==> config.mk <==
export PLATFORM = sky130hd
export DESIGN_NAME = uart_boot_loader_flat
export DESIGN_NICKNAME = d
export VERILOG_FILES = /design/src/rtl/boot_pkg.sv /design/src/rtl/uart_boot_loader_if.sv /design/src/rtl/uart_boot_timer.sv /design/src/rtl/uart_boot_loader.sv /design/src/flat_wrapper.sv
export SDC_FILE = /design/constraint.sdc
export NUM_CORES = 1
export LEC_CHECK = 0
export CORE_MARGIN = 2
export CORE_UTILIZATION = 60
export CTS_BUF_LIST = sky130_fd_sc_hd__clkbuf_8
export DETAILED_ROUTE_END_ITERATION = 10
export PLACE_DENSITY = 0.83
export SETUP_SLACK_MARGIN = 0.05
export SLEW_MARGIN = 20
export SYNTH_ARGS = -nofsm -noshare
export SYNTH_HDL_FRONTEND = slang
export SYNTH_SLANG_ARGS = --single-unit
export TNS_END_PERCENT = 50
==> constraint.sdc <==
create_clock -name clk -period 12.5 [get_ports clk]
set_clock_uncertainty 0.05 [all_clocks]
set_input_delay 2.5 -clock clk [delete_from_list [all_inputs] [get_ports clk]]
set_output_delay 2.5 -clock clk [all_outputs]
set_load 0.01 [all_outputs]
==> src/rtl/boot_pkg.sv <==
// Shared definitions for the UART boot loader: FSM states, default sync marker
// and frame field widths.
package boot_pkg;

    localparam logic [7:0] DEFAULT_SYNC_BYTE = 8'hA5;

    localparam int BYTE_W = 8;
    localparam int LEN_W  = 16;
    localparam int WORD_W = 32;
    localparam int ADDR_W = 32;

    typedef enum logic [2:0] {
        IDLE,
        LEN0,
        LEN1,
        DATA,
        CSUM,
        DRAIN
    } boot_state_t;

endpackage

==> src/rtl/uart_boot_loader_if.sv <==
// Byte stream in from the UART receiver and word write bus out to memory.
interface uart_boot_loader_if;
    import boot_pkg::*;

    logic [BYTE_W-1:0] rx_data;
    logic              rx_valid;
    logic [ADDR_W-1:0] mem_addr;
    logic [WORD_W-1:0] mem_wdata;
    logic              mem_we;
    logic              mem_ready;

    modport master (
        input  rx_data,
        input  rx_valid,
        output mem_addr,
        output mem_wdata,
        output mem_we,
        input  mem_ready
    );

    modport slave (
        output rx_data,
        output rx_valid,
        input  mem_addr,
        input  mem_wdata,
        input  mem_we,
        output mem_ready
    );

endinterface

==> src/rtl/uart_boot_timer.sv <==
// Inter-byte watchdog: counts idle cycles while enabled, restarts on clear.
module uart_boot_timer #(
    parameter int TIMEOUT_CYCLES = 1_000_000
) (
    input  logic clk,
    input  logic rst,
    input  logic clear,
    input  logic enable,
    output logic expired
);

    localparam int CNT_W = $clog2(TIMEOUT_CYCLES + 1);

    logic [CNT_W-1:0] count;

    // A byte arriving in the same cycle as the limit wins over the timeout.
    assign expired = enable && !clear && (count == CNT_W'(TIMEOUT_CYCLES - 1));

    always_ff @(posedge clk or posedge rst) begin
        if (rst) begin
            count <= '0;
        end else if (clear || !enable) begin
            count <= '0;
        end else if (!expired) begin
            count <= count + 1'b1;
        end
    end

endmodule

==> src/rtl/uart_boot_loader.sv <==
// Receives a framed, XOR-checksummed image over UART and writes it to memory
// as little-endian 32-bit words starting at BASE_ADDR.
module uart_boot_loader
    import boot_pkg::*;
#(
    parameter logic [7:0]  SYNC_BYTE      = DEFAULT_SYNC_BYTE,
    parameter logic [31:0] BASE_ADDR      = 32'h0000_0000,
    parameter int          TIMEOUT_CYCLES = 1_000_000
) (
    input  logic               clk,
    input  logic               rst,
    uart_boot_loader_if.master bus,
    output logic               boot_busy,
    output logic               boot_done,
    output logic               boot_err
);

    boot_state_t       state;
    logic [LEN_W-1:0]  word_len;
    logic [LEN_W-1:0]  word_cnt;
    logic [1:0]        byte_idx;
    logic [23:0]       asm_word;
    logic [BYTE_W-1:0] acc;
    logic [ADDR_W-1:0] mem_addr_q;
    logic [WORD_W-1:0] mem_wdata_q;
    logic              mem_we_q;

    logic tmr_enable;
    logic tmr_expired;

    assign bus.mem_addr  = mem_addr_q;
    assign bus.mem_wdata = mem_wdata_q;
    assign bus.mem_we    = mem_we_q;

    assign tmr_enable = (state == LEN0) || (state == LEN1) ||
                        (state == DATA) || (state == CSUM);

    uart_boot_timer #(
        .TIMEOUT_CYCLES (TIMEOUT_CYCLES)
    ) u_timer (
        .clk     (clk),
        .rst     (rst),
        .clear   (bus.rx_valid),
        .enable  (tmr_enable),
        .expired (tmr_expired)
    );

    // Every abort path (timeout, overrun, bad checksum) discards any pending
    // write so nothing is left in flight once we are back in IDLE.
    always_ff @(posedge clk or posedge rst) begin
        if (rst) begin
            state       <= IDLE;
            word_len    <= '0;
            word_cnt    <= '0;
            byte_idx    <= '0;
            asm_word    <= '0;
            acc         <= '0;
            mem_addr_q  <= BASE_ADDR;
            mem_wdata_q <= '0;
            mem_we_q    <= 1'b0;
            boot_busy   <= 1'b0;
            boot_done   <= 1'b0;
            boot_err    <= 1'b0;
        end else begin
            boot_done <= 1'b0;

            if (mem_we_q && bus.mem_ready) begin
                mem_we_q   <= 1'b0;
                mem_addr_q <= mem_addr_q + 32'd4;
            end

            if (tmr_expired) begin
                boot_err  <= 1'b1;
                mem_we_q  <= 1'b0;
                state     <= IDLE;
                boot_busy <= 1'b0;
            end else begin
                case (state)
                    IDLE: begin
                        if (bus.rx_valid && bus.rx_data == SYNC_BYTE) begin
                            state      <= LEN0;
                            boot_busy  <= 1'b1;
                            boot_err   <= 1'b0;
                            acc        <= '0;
                            mem_addr_q <= BASE_ADDR;
                            byte_idx   <= '0;
                            word_cnt   <= '0;
                        end
                    end
                    LEN0: begin
                        if (bus.rx_valid) begin
                            word_len[7:0] <= bus.rx_data;
                            state         <= LEN1;
                        end
                    end
                    LEN1: begin
                        if (bus.rx_valid) begin
                            word_len[15:8] <= bus.rx_data;
                            if ({bus.rx_data, word_len[7:0]} == '0) begin
                                state <= CSUM;
                            end else begin
                                state <= DATA;
                            end
                        end
                    end
                    DATA: begin
                        if (bus.rx_valid) begin
                            acc      <= acc ^ bus.rx_data;
                            byte_idx <= byte_idx + 2'd1;
                            if (byte_idx == 2'd3) begin
                                // Previous word still unaccepted: no room for this one.
                                if (mem_we_q && !bus.mem_ready) begin
                                    boot_err  <= 1'b1;
                                    mem_we_q  <= 1'b0;
                                    state     <= IDLE;
                                    boot_busy <= 1'b0;
                                end else begin
                                    mem_wdata_q <= {bus.rx_data, asm_word};
                                    mem_we_q    <= 1'b1;
                                    word_cnt    <= word_cnt + 16'd1;
                                    if (word_cnt + 16'd1 == word_len) begin
                                        state <= CSUM;
                                    end
                                end
                            end else begin
                                asm_word[{byte_idx, 3'b000} +: 8] <= bus.rx_data;
                            end
                        end
                    end
                    CSUM: begin
                        if (bus.rx_valid) begin
                            if (bus.rx_data == acc) begin
                                state <= DRAIN;
                            end else begin
                                boot_err  <= 1'b1;
                                mem_we_q  <= 1'b0;
                                state     <= IDLE;
                                boot_busy <= 1'b0;
                            end
                        end
                    end
                    DRAIN: begin
                        if (!mem_we_q) begin
                            boot_done <= 1'b1;
                            state     <= IDLE;
                            boot_busy <= 1'b0;
                        end
                    end
                    default: begin
                        state     <= IDLE;
                        boot_busy <= 1'b0;
                    end
                endcase
            end
        end
    end

endmodule
==> src/flat_wrapper.sv <==
// flat-port wrapper written by rule: the top's interface ports become plain ports
module uart_boot_loader_flat import boot_pkg::*;
#(
    parameter logic [7:0]  SYNC_BYTE      = DEFAULT_SYNC_BYTE,
    parameter logic [31:0] BASE_ADDR      = 32'h0000_0000,
    parameter int          TIMEOUT_CYCLES = 1_000_000
)
  (clk, rst, boot_busy, boot_done, boot_err, bus_rx_data, bus_rx_valid, bus_mem_addr, bus_mem_wdata, bus_mem_we, bus_mem_ready);
  uart_boot_loader_if bus_i ();
  input  logic clk;
  input  logic rst;
  output logic boot_busy;
  output logic boot_done;
  output logic boot_err;
  input wire logic [$bits(bus_i.rx_data)-1:0] bus_rx_data;
  input wire logic [$bits(bus_i.rx_valid)-1:0] bus_rx_valid;
  output wire logic [$bits(bus_i.mem_addr)-1:0] bus_mem_addr;
  output wire logic [$bits(bus_i.mem_wdata)-1:0] bus_mem_wdata;
  output wire logic [$bits(bus_i.mem_we)-1:0] bus_mem_we;
  input wire logic [$bits(bus_i.mem_ready)-1:0] bus_mem_ready;
  assign bus_i.rx_data = bus_rx_data;
  assign bus_i.rx_valid = bus_rx_valid;
  assign bus_mem_addr = bus_i.mem_addr;
  assign bus_mem_wdata = bus_i.mem_wdata;
  assign bus_mem_we = bus_i.mem_we;
  assign bus_i.mem_ready = bus_mem_ready;
  uart_boot_loader #(.SYNC_BYTE(SYNC_BYTE), .BASE_ADDR(BASE_ADDR), .TIMEOUT_CYCLES(TIMEOUT_CYCLES)) u_core (.clk(clk), .rst(rst), .bus(bus_i), .boot_busy(boot_busy), .boot_done(boot_done), .boot_err(boot_err));
endmodule
Yosys cells after proc, flatten, opt, wreduce, memory -nomap -nowiden
Cells that the tools add are included.
{"block": "totals", "mem_count": 0, "romBits": 0, "ff_bits": 157, "ramBits": 0, "latchBits": 0}
{"block": "op_classes", "n_mul": 0, "n_shift": 2, "addsub": 5, "div": 0, "magnitude_cmp": 0, "mux": 59, "reduce_logical": 26, "n_eq_ne": 26, "bitwise": 4}
{"operator": "2-to-1 mux 32 bit", "n": 4}
{"operator": "2-to-1 mux 16 bit", "n": 4}
{"operator": "2-to-1 mux 20 bit", "n": 2}
{"operator": "2-to-1 mux 3 bit", "n": 12}
{"operator": "adder 32 x 3 -> 32 bit, second input constant", "n": 1}
{"operator": "case mux 16 bit (2 select lines)", "n": 1}
{"operator": "2-to-1 mux 1 bit", "n": 25}
{"operator": "bitwise mux 24 bit", "n": 1}
{"operator": "variable shift 8 x 7 -> 24 bit, first input constant", "n": 1}
{"operator": "variable part select 8 x 7 -> 24 bit", "n": 1}
{"operator": "inequality test 3 x 2 -> 1 bit, second input constant", "n": 7}
{"operator": "adder 20 x 1 -> 20 bit, second input constant", "n": 1}
{"operator": "equality test 20 bit, second input constant", "n": 1}
{"operator": "case mux 3 bit (6 select lines)", "n": 1}
{"operator": "adder 16 x 1 -> 16 bit, second input constant", "n": 1}
{"operator": "equality test 16 bit", "n": 1}
{"operator": "zero test 16 bit", "n": 1}
{"operator": "2-to-1 mux 8 bit", "n": 2}
{"operator": "case mux 8 bit (2 select lines)", "n": 1}
{"operator": "AND reduction 8 bit", "n": 2}
{"operator": "equality test 8 bit", "n": 1}
{"operator": "equality test 8 bit, second input constant", "n": 1}
{"operator": "inequality test 2 bit, second input constant", "n": 4}
{"operator": "AND reduction 4 bit", "n": 2}
{"operator": "28 further kinds", "n": 44}

Longest topological paths before layout
{"block": "logic_depth", "ltp_word": 8, "depth_mapped": 10, "mapped_depth_nobuf": 8}

By module
From an unflattened synthesis, not the netlist that was laid out.
{"block": "hier_totals", "hier_cells": 857, "hier_area_um2": 7843.8}
{"mod": "uart_boot_loader", "instances": 1, "seq_area_each_um2": 3378.2, "area_per_inst_um2": 6740.2, "cells_each": 742}
{"mod": "uart_boot_timer", "instances": 1, "seq_area_each_um2": 500.5, "area_per_inst_um2": 1103.6, "cells_each": 115}

Worst setup path after synthesis
Ideal clock, no wire load.
{"block": "synth_path", "kind": "input to register", "startpoint": "input port bus_rx_data[3]", "endpoint": "register u_core.word_len[0]", "slack_ps": 7646, "arrival_time_ps": 4679, "setup_time_ps": 125, "required_time_ps": 12325, "cell_stages": 8, "cell_sequence": "buf_4 > or4_4 > nor4b_4 > nor2_2 > a31o_1 > or4b_1 > buf_6 > mux2_4"}
{"element": "start: declaration", "line_no": "flat_wrapper.sv:15", "source": "input wire logic [$bits(bus_i.rx_data)-1:0] bus_rx_data;"}
{"element": "end signal: assignment", "line_no": "uart_boot_loader.sv:92", "source": "word_len[7:0] <= bus.rx_data;"}
{"element": "end: declaration", "line_no": "uart_boot_loader.sv:19", "source": "logic [LEN_W-1:0] word_len;"}

Worst setup path in the final report
{"block": "layout_path", "startpoint": "input port bus_rx_data[1]", "endpoint": "register u_core.word_cnt[14]"}
{"block": "layout_via", "elab_chain_cells": 4}
{"element": "equality test 8 bit", "line_no": "uart_boot_loader.sv:80", "source": "if (bus.rx_valid && bus.rx_data == SYNC_BYTE) begin"}
{"element": "logical AND 1 bit", "line_no": "uart_boot_loader.sv:80"}
{"element": "inequality test 2 x 1 -> 1 bit (no line)"}
{"element": "AND reduction 6 bit (no line)"}
{"element": "end signal: assignment", "line_no": "uart_boot_loader.sv:120", "source": "word_cnt <= word_cnt + 16'd1;"}
{"element": "end: declaration", "line_no": "uart_boot_loader.sv:20", "source": "logic [LEN_W-1:0] word_cnt;"}
Every way passes these cells.
A chain may end at the register's enable or synchronous reset.

==> impl_metrics.yaml <==
clock_network:
  cts_buffers: 17
  clockBufferDepth: 2
  insertion_delay_ns: 0.46
  cts_max_level: 4
  cts_tree: "done"
  clock-sinks: 155
  clock-root-buffer: "clkbuf_8"
  cts_setup_buffers: 0
  hold_buffers: 0
  clk_pin_slew_ns: 0.09
  cts_resized: 0
pwr:
  switching_share_pct: 35.0
  power_frac_comb_pct: 28.6
  p_leak_nw: 3.98
  p_switching_w: 0.000552
  peakVddDrop_uv: 128
  clock_power_share_pct: 25.5
  internal_power_w: 0.00103
  seq_power_share_pct: 45.8
  powerDensity_mw_per_mm2: 177
setup_path:
  worst-r2r-cell-count: 8
  endpoint_kind: "flip-flop"
  r2r-start: "u_core.state[0]"
  worstSetupStartpointType: "input port"
  crit_type: "input port to flip-flop"
  cp.arrival_ns: 5.78
  timing.rr.end: "u_core.word_cnt[8]"
  cp_data_required_time_ns: 12.78
  r2r_slack_ns: 9.15
  cp_max_fo: 34
finish:
  fillers: 980
  antennaDiodeCount: 0
  layout-drive-gt1-share_pct: 7.15
  nNetsFinal: 916
  area_growth_pct: 16.7
  utilization_pct: 71.2
route:
  drc_errors: 0
  viasPerCell: 5.83
  drtIter0Drc: 668
  drtAntennaViolNets: 0
  wl_per_cell_um: 16.8
  vias: 6299
  drt-pass1-iter-count: 7
  wl_um: 18100
place:
  routabilityCongestion: 0.896
  dp_hpwl_um: 12600
  port_buffers: 77
grt:
  grt_pass1_wl_um: 29700
  track_usage_pct: 28.1
  antenna_found_initial: 0
  grt_start_max_net_pins: 93
  grt_pass1_vias: 6110
  grt_overflow: 0
floorplan:
  start_util_pct: 61.0
  die_w_um: 117
  design.core.area_mm2: 0.0125
  die_h_um: 117
  ios: 80
  die-area_mm2: 0.0137
  rows: 41
timing:
  hold_viol_final: 0
  rsz0062_at_grt: "false"
  setup_viol: 0
  fin_crit_ns: 5.50
  fmax_mhz: 182
  relSlewSlack_pct: 25.1
  worstMarginPinSlew_ns: 1.12
  tns_ns: 0
  period_share_pct: 44.0
  slew_viol_final: 0
synthesis:
  synth-main-ff-cell: "dfrtp_1"
  synth_area_per_cell_um2: 9.13
  yosysSeqAreaShare_pct: 50.8
  synthArstFlopShare_pct: 100
  synth-edff-count: 0
  netlist_area_mm2: 0.00764
  synth.top_cell.area_share_pct: 50.8
  synthTopCellsByArea: "dfrtp_1 51%, nand2_1 10%, xor2_1 5.6%, o21ai_0 5.0%, nor2_1 3.9%"
  yosysWarnings: 0
  syn_inst: 837
  yosys_register_bits: 155
  yosysTopAreaCell: "dfrtp_1"
  synth_cell_types: 56
worst_hold_path:
  hold_path.class: "flip-flop to flip-flop"
  holdPathStages: 2
  worstHoldEndpoint: "u_core.bus.mem_wdata[18]"
  hold_start: "u_core.asm_word[18]"
run_status:
  status: "completed"
job:
  max-cap-violations: 0
==> layout by cell type, fill, tap and decap left out, drive strengths merged, types with 3 or more instances in the layout <==
cell type      count
nand2            209
dfrtp            155
nor2              81
o21ai             77
clkdlybuf4s50     77
xor2              49
nand3             24
xnor2             22
nand4             17
clkbuf            17
inv               17
mux2              17
a21oi             13
and2              10
nor3              10
nor4              10
o31ai              9
and3               8
ha                 8
and4               7
a31oi              5
or3                5
buf                5
or4                5
nor3b              5
or2                4
mux2i              4
clkinv             4
nand2b             3
bufinv             3
nor4b              3
==> kinds of logic after synthesis <==
logic type	synth area share (%)
mux	3.42
buf+inv	2.93
other cells	0.0491
simple gates	24.4
xor+xnor	8.14
fa+ha+maj	1.31
flops	50.8
compound gates	8.96
==> power groups by stage <==
stage          clock [W]  combinational, W  sequential, W
3_3_place_gp           0          0.000429       0.000719
4_1_cts         0.000408          0.000453       0.000720
3_5_place_dp           0          0.000448       0.000728
2_1_floorplan          0          0.000306       0.000703
5_1_grt         0.000428          0.000500       0.000739
6_report        0.000404          0.000452       0.000724
==> final cells by class <==
class,count,area (um^2),share of cell area (%)
clock buffers,17,234,2.62
clock inverters,15,186,2.09
inverters,9,38.8,0.435
multi-input cells,631,3550,39.9
flip-flops and latches,155,3880,43.5
well taps,172,215,2.41
repair buffers,82,808,9.07
==> registers in the layout, summed over array words and instances, names as in the netlist <==
| register | cells |
|---|---|
| u_core.bus.mem_addr | 30 |
| u_core.bus.mem_we | 1 |
| u_core.bus.mem_wdata | 32 |
| u_core.byte_idx | 2 |
| u_core.state | 3 |
| u_core.boot_err | 1 |
| u_core.word_len | 16 |
| u_core.boot_done | 1 |
| u_core.acc | 8 |
| u_core.boot_busy | 1 |
| u_core.asm_word | 24 |
| u_core.u_timer.count | 20 |
| u_core.word_cnt | 16 |
==> worst max path at each step <==
stage              startpoint  depth (start not counted)             endpoint  slack (ns)
2_1_floorplan             rst                          1        u_core.acc[0]        5.77
3_3_place_gp   bus_rx_data[1]                          9   u_core.word_cnt[2]        6.81
3_5_place_dp   bus_rx_data[1]                          9  u_core.word_cnt[14]        6.59
4_1_cts        bus_rx_data[1]                          9  u_core.word_cnt[14]        7.08
5_1_grt        bus_rx_data[1]                          9  u_core.word_cnt[14]        6.82
6_report       bus_rx_data[1]                          9  u_core.word_cnt[14]        7.00
==> cells in the mapped netlist (2+ instances only) <==
| cell | number |
|---|---|
| mux2_2 | 9 |
| dfrtp_1 | 155 |
| buf_2 | 2 |
| ha_1 | 8 |
| nor3b_1 | 5 |
| and4_1 | 7 |
| mux2i_1 | 4 |
| o22ai_1 | 2 |
| nand3_1 | 24 |
| nand2b_1 | 3 |
| xnor2_1 | 22 |
| a21oi_1 | 13 |
| nand2_1 | 209 |
| nor2b_1 | 2 |
| nand4_1 | 17 |
| nor4b_1 | 2 |
| o311a_1 | 2 |
| a31oi_1 | 5 |
| xor2_1 | 49 |
| nor3_1 | 10 |
| or2_2 | 4 |
| buf_4 | 3 |
| inv_1 | 9 |
| nor2_1 | 80 |
| a41oi_1 | 2 |
| or4_1 | 4 |
| nor4_1 | 10 |
| and2_1 | 10 |
| o31ai_1 | 9 |
| or3_1 | 5 |
| buf_6 | 2 |
| and3_1 | 8 |
| mux2_4 | 8 |
| clkbuf_1 | 35 |
| o21ai_0 | 77 |
==> worst max-delay path: stages <==
cell             delay [ns]
clkdlybuf4s50_1        0.63
or4_4                  0.66
nor4b_4                0.32
nor2b_2                0.18
buf_4                  0.34
nor2_1                 0.25
a21o_1                 0.41
o21ai_0                0.33
o31ai_1                0.13
==> routing by layer <==
layer / wire [um] / GRT usage [%] / up-vias
li1: - / - / 2940
met1: 7670 / 36.0 / 3079
met2: 9080 / 47.4 / 239
met3: 1000 / 6.54 / 41
met4: 393 / 9.73 / 0
met5: 0 / 0 / -
==> metrics by stage <==
step	total power [W]	setup slack (ns)	std cells	area, um^2	hold slack, ns
6_report	0.00158	7.00	1081	8910	0.431
5_1_grt	0.00167	6.82	1081	8910	0.452
4_1_cts	0.00158	7.08	1081	8910	0.438
3_5_place_dp	0.00118	6.59	1049	8490	0.405
3_3_place_gp	0.00115	6.81	1049	8490	0.402
2_1_floorplan	0.00101	5.77	838	7640	0.389
(Power assumes the default switching activity.)
